[src/rtl/ll_ctrl_pkg.sv]
// Shared types and helpers for the Lunar Lander input-side controllers.
package ll_ctrl_pkg;

  typedef enum logic [1:0] {
    ANALOG   = 2'd0,
    DPAD     = 2'd1,
    HANDOVER = 2'd2
  } state_t;

  // The game core treats 0xFF specially, so thrust tops out one below it.
  localparam logic [7:0] THRUST_MAX = 8'd254;

  // Clamp a 9-bit signed thrust candidate into the legal 0..254 range.
  function automatic logic [7:0] sat_thrust(input logic signed [8:0] v);
    if (v < 9'sd0) begin
      return 8'd0;
    end else if (v > 9'sd254) begin
      return THRUST_MAX;
    end else begin
      return v[7:0];
    end
  endfunction

endpackage

[src/rtl/ll_tick_gen.sv]
// Free-running prescaler: one-cycle tick every DIV clocks.
module ll_tick_gen #(
  parameter int DIV = 98425
) (
  input  logic clk_25,
  input  logic RESET_L,
  output logic tick
);

  localparam int CW = (DIV > 1) ? $clog2(DIV) : 1;
  localparam logic [CW-1:0] LAST = CW'(DIV - 1);

  logic [CW-1:0] r_cnt;

  // Tick is decoded from the count rather than registered so it lines up
  // with the cycle in which the count sits at its last value.
  assign tick = (r_cnt == LAST);

  // Count 0..DIV-1 and wrap.
  always_ff @(posedge clk_25 or negedge RESET_L) begin
    if (!RESET_L) begin
      r_cnt <= '0;
    end else if (tick) begin
      r_cnt <= '0;
    end else begin
      r_cnt <= r_cnt + 1'b1;
    end
  end

endmodule

[src/rtl/ll_thrust_sched.sv]
// Thrust source selector with slew-limited handover and OSD overlay timer.
//
// state    | meaning
// ---------+-----------------------------------------------------------
// ANALOG   | thrust tracks the saturated stick target every cycle
// DPAD     | thrust tracks the D-pad integrator (acc)
// HANDOVER | thrust slews toward the selected source by SLEW_STEP/tick
module ll_thrust_sched
  import ll_ctrl_pkg::*;
#(
  parameter int TICK_DIV  = 98425,
  parameter int SLEW_STEP = 8,
  parameter int OSD_HOLD  = 250000000
) (
  input  logic              clk_25,
  input  logic              RESET_L,
  input  logic              mode_dpad,
  input  logic signed [7:0] analog_y,
  input  logic              thr_up,
  input  logic              thr_down,
  input  logic              game_sel_l,
  output logic [7:0]        thrust,
  output logic              handover,
  output logic              osd_en
);

  localparam logic [7:0] STEP8 = 8'(SLEW_STEP);
  localparam int OSD_W = $clog2(OSD_HOLD + 1);
  localparam logic [OSD_W-1:0] OSD_LOAD = OSD_W'(OSD_HOLD);

  state_t           r_state;
  state_t           w_state_nxt;
  logic [7:0]       r_thrust;
  logic [7:0]       w_thrust_nxt;
  logic [7:0]       r_acc;
  logic [7:0]       w_acc_int;
  logic [7:0]       w_acc_nxt;
  logic             r_handover;
  logic [OSD_W-1:0] r_osd_cnt;

  logic              w_tick;
  logic signed [8:0] w_a_raw;
  logic [7:0]        w_a_tgt;
  logic [7:0]        w_ho_target;
  logic              w_ho_up;
  logic [7:0]        w_ho_dist;
  logic [7:0]        w_ho_step;

  ll_tick_gen #(
    .DIV(TICK_DIV)
  ) u_tick (
    .clk_25 (clk_25),
    .RESET_L(RESET_L),
    .tick   (w_tick)
  );

  // Stick forward (-128) maps to full thrust; 127 - y spans 0..255 before clamping.
  assign w_a_raw = 9'sd127 - $signed({analog_y[7], analog_y});
  assign w_a_tgt = sat_thrust(w_a_raw);

  assign w_ho_target = mode_dpad ? r_acc : w_a_tgt;
  assign w_ho_up     = (w_ho_target > r_thrust);
  assign w_ho_dist   = w_ho_up ? (w_ho_target - r_thrust) : (r_thrust - w_ho_target);
  assign w_ho_step   = (w_ho_dist > STEP8) ? STEP8 : w_ho_dist;

  // D-pad integrator: one count per tick, saturating, conflicting requests hold.
  always_comb begin
    w_acc_int = r_acc;
    if (w_tick) begin
      if (thr_up && !thr_down && (r_acc < THRUST_MAX)) begin
        w_acc_int = r_acc + 8'd1;
      end else if (thr_down && !thr_up && (r_acc != 8'd0)) begin
        w_acc_int = r_acc - 8'd1;
      end
    end
  end

  // Next-state, next-thrust and acc-load decisions.
  always_comb begin
    w_state_nxt  = r_state;
    w_thrust_nxt = r_thrust;
    w_acc_nxt    = w_acc_int;
    case (r_state)
      ANALOG: begin
        if (mode_dpad) begin
          // Hold thrust on the switch cycle so acc and thrust start equal.
          w_state_nxt = DPAD;
          w_acc_nxt   = r_thrust;
        end else begin
          w_thrust_nxt = w_a_tgt;
        end
      end
      DPAD: begin
        if (!mode_dpad) begin
          w_state_nxt = (w_a_tgt == r_thrust) ? ANALOG : HANDOVER;
        end else begin
          w_thrust_nxt = r_acc;
        end
      end
      HANDOVER: begin
        if (r_thrust == w_ho_target) begin
          if (mode_dpad) begin
            w_state_nxt = DPAD;
            w_acc_nxt   = r_thrust;
          end else begin
            w_state_nxt = ANALOG;
          end
        end else if (w_tick) begin
          w_thrust_nxt = w_ho_up ? (r_thrust + w_ho_step) : (r_thrust - w_ho_step);
        end
      end
      default: begin
        w_state_nxt = HANDOVER;
      end
    endcase
  end

  // FSM and datapath registers; handover flag mirrors the registered state.
  always_ff @(posedge clk_25 or negedge RESET_L) begin
    if (!RESET_L) begin
      r_state    <= HANDOVER;
      r_thrust   <= 8'd0;
      r_acc      <= 8'd0;
      r_handover <= 1'b1;
    end else begin
      r_state    <= w_state_nxt;
      r_thrust   <= w_thrust_nxt;
      r_acc      <= w_acc_nxt;
      r_handover <= (w_state_nxt == HANDOVER);
    end
  end

  // Overlay timer: reload while SELECT is held, then count down to zero.
  always_ff @(posedge clk_25 or negedge RESET_L) begin
    if (!RESET_L) begin
      r_osd_cnt <= '0;
    end else if (!game_sel_l) begin
      r_osd_cnt <= OSD_LOAD;
    end else if (r_osd_cnt != '0) begin
      r_osd_cnt <= r_osd_cnt - 1'b1;
    end
  end

  assign thrust   = r_thrust;
  assign handover = r_handover;
  assign osd_en   = (r_osd_cnt != '0);

endmodule
[config.mk]
export PLATFORM = sky130hd
export DESIGN_NAME = ll_thrust_sched
export DESIGN_NICKNAME = d
export VERILOG_FILES = /design/src/rtl/ll_ctrl_pkg.sv /design/src/rtl/ll_tick_gen.sv /design/src/rtl/ll_thrust_sched.sv
export SDC_FILE = /design/constraint.sdc
export NUM_CORES = 1
export LEC_CHECK = 0
export CELL_PAD_IN_SITES_DETAIL_PLACEMENT = 2
export CELL_PAD_IN_SITES_GLOBAL_PLACEMENT = 2
export CORE_MARGIN = 4
export CORE_UTILIZATION = 35
export CTS_CLUSTER_DIAMETER = 80
export DETAILED_ROUTE_END_ITERATION = 8
export PLACE_DENSITY = 0.77
export SYNTH_ARGS = -nofsm -noshare
export SYNTH_HDL_FRONTEND = slang
export SYNTH_HIERARCHICAL = 1
export SYNTH_SLANG_ARGS = --single-unit
[constraint.sdc]
create_clock -name clk_25 -period 15.8 [get_ports clk_25]
set_input_delay 3.16 -clock clk_25 [delete_from_list [all_inputs] [get_ports clk_25]]
set_output_delay 3.16 -clock clk_25 [all_outputs]
set_load 0.005 [all_outputs]
After elaboration in Yosys (flattened, before gate mapping)
Cells that the tools add are included.
- add/subtract/negate cells: 9
- $lt $le $gt $ge: 5
- equality and inequality tests: 11
- muxes and demuxes: 26
- reductions and logical operators: 11
- operators with widths (operator ; count):
    $mux W8 ; 15
    $mux W28 ; 2
    $reduce_bool A28 Y1 ; 1
    $sub A28 B1 Y28 const B ; 1
    $pmux W8 S3 ; 1
    $sub A8 B8 Y8 ; 3
    $add A17 B1 Y17 const B ; 1
    $eq A17 B17 Y1 const B ; 1
    $mux W17 ; 1
    $eq A8 B8 Y1 ; 2
    $pmux W8 S2 ; 1
    $gt A9 B9 Y1 const B ; 1
    $lt A9 B1 Y1 const B ; 1
    $sub A8 B8 Y9 const A ; 1
    $add A8 B1 Y8 const B ; 1
    $add A8 B8 Y8 ; 1
    $gt A8 B4 Y1 const B ; 1
    $gt A8 B8 Y1 ; 1
    $lt A8 B8 Y1 const B ; 1
    $mux W2 ; 4
    $reduce_bool A8 Y1 ; 1
    $sub A8 B1 Y8 const B ; 1
    $ne A2 B2 Y1 const B ; 3
    $pmux W2 S3 ; 1
    other kinds (9) ; 15
- register bits: 64
- input port bits: 14
- output and inout bits: 10
- logic and storage cells: 68

Depth between registers and ports, before layout
- depth in word-level cells: 14
- depth in mapped cells: 28
- mapped depth without buffers: 27

Hierarchy
The synthesis kept the hierarchy.
- modules (own cells, without submodules) (module ; times used ; cells an instance ; area an instance (um2) ; seq. area each (um2)):
    ll_thrust_sched ; 1 ; 493 ; 4201.5 ; 1178.6
    ll_tick_gen ; 1 ; 79 ; 843.3 ; 425.4

Worst setup path after synthesis
OpenSTA, ideal clock, no wires.
- kind: input-to-reg
- from: input mode_dpad
- to: register r_thrust[6], in the netlist thrust[6]
- setup time: 0.136 ns
- arrival time: 8.193 ns
- data required time: 15.664 ns
- path slack: 7.470 ns
- stages: 23
- path buffers: 2
- cell sequence: clkbuf_1 -> clkbuf_1 -> mux2_2 -> ha_1 -> a21oi_1 -> o21ai_2 -> o21ai_2 -> mux2i_1 -> xor2_1 -> nand4_2 -> or2_1 -> ha_1 -> or3_1 -> a31oi_1 -> ha_1 -> nor2b_1 -> o21ai_0 -> a21boi_0 -> o21a_1 -> or3_1 -> a32oi_1 -> mux2_2 -> o21ai_0
- cells in the longest elaborated chain, start to end: 10
- elaborated cells on any way between the ends: 18
- those cells by class: add/sub: 4; order compare: 2; eq/ne: 4; mux: 7; reduce/logical: 1
- RTL lines (item ; RTL line ; text):
    from (decl) ; ll_thrust_sched.sv:17 ; input logic mode_dpad,
    $mux W8 ; ll_thrust_sched.sv:61 ; assign w_ho_target = mode_dpad ? r_acc : w_a_tgt;
    $sub A8 B8 Y8 / $gt A8 B8 Y1 (equally long branches) ; ll_thrust_sched.sv:63, ll_thrust_sched.sv:62 ;
    $mux W8 ; ll_thrust_sched.sv:63 ; assign w_ho_dist = w_ho_up ? (w_ho_target - r_thrust) : (r_thrust - w_ho_target);
    $gt A8 B4 Y1 ; ll_thrust_sched.sv:64 ; assign w_ho_step = (w_ho_dist > STEP8) ? STEP8 : w_ho_dist;
    $mux W8 ; ll_thrust_sched.sv:64 ;
    $sub A8 B8 Y8 / $add A8 B8 Y8 (equally long branches) ; ll_thrust_sched.sv:109 ; w_thrust_nxt = w_ho_up ? (r_thrust + w_ho_step) : (r_thrust - w_ho_step);
    $mux W8 ; ll_thrust_sched.sv:109 ;
    $mux W8 ; ll_thrust_sched.sv:108 ; end else if (w_tick) begin
    $mux W8 ; ll_thrust_sched.sv:101 ; if (r_thrust == w_ho_target) begin
    $pmux W8 S3 ; ll_thrust_sched.sv:83 ; case (r_state)
    to (signal assigned) ; ll_thrust_sched.sv:127 ; r_thrust <= w_thrust_nxt;
    to (decl) ; ll_thrust_sched.sv:33 ; logic [7:0] r_thrust;
Several ways; a longest one is shown, not always the timed one. The select of a mux whose other input is x is not followed.
A chain may end at the register's enable or synchronous reset.

Final worst setup path
- from: input analog_y[2]
- to: register r_thrust[6], in the netlist thrust[6]
- cells in the longest elaborated chain, start to end: 14
- elaborated cells on any way between the ends: 22
- those cells by class: add/sub: 5; order compare: 4; eq/ne: 2; mux: 10; reduce/logical: 1
- RTL lines (item ; RTL line ; text):
    from (decl) ; ll_thrust_sched.sv:18 ; input logic signed [7:0] analog_y,
    $sub A8 B8 Y9 (*) ; ll_thrust_sched.sv:58 ; assign w_a_raw = 9'sd127 - $signed({analog_y[7], analog_y});
    $gt A9 B9 Y1 ; ll_ctrl_pkg.sv:17 ; end else if (v > 9'sd254) begin
    $mux W8 ; ll_ctrl_pkg.sv:17 ;
    $mux W8 (*) ; ll_ctrl_pkg.sv:15 ; if (v < 9'sd0) begin
    $mux W8 ; ll_thrust_sched.sv:61 ;
    $sub A8 B8 Y8 / $gt A8 B8 Y1 (equally long branches) ; ll_thrust_sched.sv:63, ll_thrust_sched.sv:62 ;
    $mux W8 ; ll_thrust_sched.sv:63 ;
    $gt A8 B4 Y1 ; ll_thrust_sched.sv:64 ;
    $mux W8 ; ll_thrust_sched.sv:64 ;
    $sub A8 B8 Y8 / $add A8 B8 Y8 (equally long branches) ; ll_thrust_sched.sv:109 ;
    $mux W8 ; ll_thrust_sched.sv:109 ;
    $mux W8 ; ll_thrust_sched.sv:108 ;
    $mux W8 ; ll_thrust_sched.sv:101 ;
    $pmux W8 S3 ; ll_thrust_sched.sv:83 ;
Every way passes the cells marked *; elsewhere a longest branch is shown, timed or not. The select of a mux whose other input is x is not followed.

==> metrics.md <==
| Metric | Value |
|---|---|
| Run status | `completed` |
| Worst-Skew Late Latency | `0.35 ns` |
| Post-synth top cells | `dfrtp_1, nand2_1, inv_1` |
| Cell mode on critical path | `ha_1` |
| Deepest clock path buffer count | `2` |
| Row count | `43` |
| DRT iter0 DRCs | `256` |
| Sequential-to-total area share from yosys stat | `0.318` |
| Setup violators final | `0` |
| CTS Sinks | `64` |
| Largest net degree at the start of global routing | `65` |
| CTS buffer count | `9` |
| Critical path fanouts, max | `8` |
| # DRC | `0` |
| Syn-to-layout area delta | `14.6%` |
| Global-route wire length before repair | `27.1 mm` |
| Tmin final | `9.31 ns` |
| Post-synth EDFFs | `0` |
| Synth top area cells | `dfrtp_1, ha_1, xnor2_1` |
| Post-synth top flop | `dfrtp_1` |
| Initial Utilization | `0.361` |
| Share of layout cells above drive strength 1 | `0.0888` |
| Worst vdd ir | `0.0927 mV` |
| RSZ-0062 raised after global routing | `no` |
| Startpoint Class | `input pin` |
| Cell area after layout | `0.00578 mm²` |
| Top cell type by total area after synthesis | `dfrtp_1` |
| Htree depth | `3` |
| Top delay family on crit path | `simple AND/OR/NAND/NOR gates` |
| Number of I/O port buffers | `23` |
| Max-Slew Margin vs Limit | `0.377` |
| Height of the die | `128 µm` |
| Die Footprint | `0.0164 mm²` |
| YS warnings | `6` |
| Final worst path period share | `0.589` |
| Number of synthesized register bits | `64` |
| Root Buffer | `clkbuf_16` |
| Routed WL per cell | `21.2 µm` |
| Mean Syn Cell Area | `8.82 µm²` |
| Most common cell in the synthesized netlist | `dfrtp_1` |
| Total negative slack | `0 ns` |
| Power Density | `203 mW/mm²` |
| Cell Area, Placed | `0.00543 mm²` |
| Asr flop ratio synth | `1.00` |
| Gr usage total | `0.211` |
| Die Width | `128 µm` |
| Syn_nets | `623` |
| Placeable core area | `0.0140 mm²` |
| Routed via count | `4395` |
| Netlist Area Pre-Place | `0.00504 mm²` |
| Final Slew Violations | `0` |
| Slew @ Worst Pin | `0.931 ns` |
| Leak pwr | `2.39 nW` |
| Fillers | `1538` |
| Synth cell types | `83` |
| Worst clock skew | `0.0115 ns` |
| Post_cts resized | `0` |
| Max Freq | `107 MHz` |
| Critical path required time | `15.99 ns` |
| ANT cells | `0` |
| Antenna violations before repair | `0` |
| Final Hold Vio Count | `0` |
| Share of the synthesized area in the top cell type | `0.308` |
| Peak per-stage delay on the critical path | `0.53 ns` |
| Worst Path Arrival | `9.50 ns` |
| CTS clk-pin slew, worst paths | `0.06 ns` |
| CTS tree | `yes` |
| Max stage delay cell, worst path | `clkdlybuf4s50_1` |
| DP Wirelength | `12.2 mm` |
| Total power | `1.17 mW` |
| Antenna Nets Post-Route | `0` |
| Nature of the critical path endpoint | `flop` |
| Detailed-router iteration count before antenna repair | `5` |
| Total grt overflow | `0` |
| Number of global-route vias before repair | `4950` |
| Max Cap Viol | `0` |
| WP buf/inv | `3` |
| Via-per-instance ratio | `5.66` |
| Placer Congestion | `0.831` |
| Type of the tightest min-delay check | `flop to flop` |
| Post-CTS Setup Bufs | `0` |
| CTS hold repair buffers | `0` |
| CP Class | `input pin to flop` |
| Total Wirelength | `16.5 mm` |
| I/O Pins | `24` |
| Nets@finish | `643` |
| Post-Syn Instances | `572` |
==> worst reg2reg max path: stages, from the launching register on <==
cell and delay, ns:
dfrtp_1 0.54, inv_1 0.18, mux2i_1 0.26, ha_1 0.42
a21oi_2 0.27, o21ai_2 0.13, o21ai_2 0.28, mux2i_1 0.27
xor2_1 0.27, nand4_2 0.23, or2_1 0.31, ha_1 0.21
or3_1 0.37, a31oi_1 0.19, ha_1 0.29, nor2b_1 0.15
o21ai_0 0.21, a21boi_0 0.18, o21a_1 0.21, or3_1 0.30
a32oi_1 0.19, mux2_2 0.17, o21ai_0 0.07
==> cell usage in the layout (no fill, tap or decap), types with 14 or more instances in the layout <==
master           count
xor2_1              15
o21ai_0             24
nor3_1              21
inv_1               44
ha_1                34
nand2_1             58
dfrtp_1             62
xnor2_1             42
nor2_1              33
clkdlybuf4s50_1     22
nand3_1             14
a21oi_1             25
and2_1              14
==> flip-flops by register name, summed over array words and instances (netlist names) <==
name / count
r_osd_cnt: 28
r_acc: 8
u_tick/r_cnt: 17
handover: 1
r_state: 2
thrust: 8
==> layout make-up <==
class	instances	area, µm²	area share
well taps	180	225	0.0390
inverters	45	169	0.0292
flip-flops and latches	64	1600	0.278
repair buffers	25	240	0.0416
clock buffers	10	239	0.0414
clock inverters	6	115	0.0199
multi-input cells	447	3190	0.551
==> per-stage QoR <==
stage	util	hold WS (ns)	instances	setup slack, ns
after detailed placement	0.388	0.506	761	6.20
after CTS	0.413	0.517	777	6.54
after global routing	0.413	0.534	777	6.09
after floorplan	-	0.464	572	7.47
final	0.413	0.515	777	6.49
after global placement	0.388	0.497	761	6.54
==> metal layers <==
| metal | vias to the layer above | wire length (µm) | track usage |
|---|---|---|---|
| met2 | 75 | 8160 | 0.358 |
| met4 | 0 | 301 | 0.0668 |
| met3 | 25 | 576 | 0.0358 |
| met5 | - | 0 | 0 |
| li1 | 2068 | - | - |
| met1 | 2227 | 7420 | 0.274 |
==> power by group <==
group / leakage (nW) / internal, mW / switching [mW]
logic: 1.46 / 0.267 / 0.410
clock network: 0.169 / 0.159 / 0.0811
registers: 0.766 / 0.194 / 0.0618
total: 2.39 / 0.620 / 0.553
==> worst paths after layout <==
check	depth (start not counted)	end	from	slack (ns)
min	1	u_tick/r_cnt[0]	u_tick/r_cnt[0]	0.52
min reg2reg	1	u_tick/r_cnt[0]	u_tick/r_cnt[0]	0.52
max in group asynchronous	2	r_osd_cnt[13]	RESET_L	12.22
max	27	thrust[6]	analog_y[2]	6.49
max reg2reg	22	thrust[6]	r_acc[5]	9.97
min in group asynchronous	2	u_tick/r_cnt[9]	RESET_L	3.01
==> logic make-up after synthesis <==
kind of cell | count (synthesis) | share of synthesized area
flip-flops | 64 | 0.318
AO/OA/AOI/OAI | 129 | 0.178
AND/OR/NAND/NOR | 210 | 0.229
multiplexers | 14 | 0.0293
adder cells (fa/ha/maj) | 37 | 0.0962
buffers and inverters | 61 | 0.0503
XOR/XNOR | 57 | 0.0990
(Power assumes the default switching activity.)
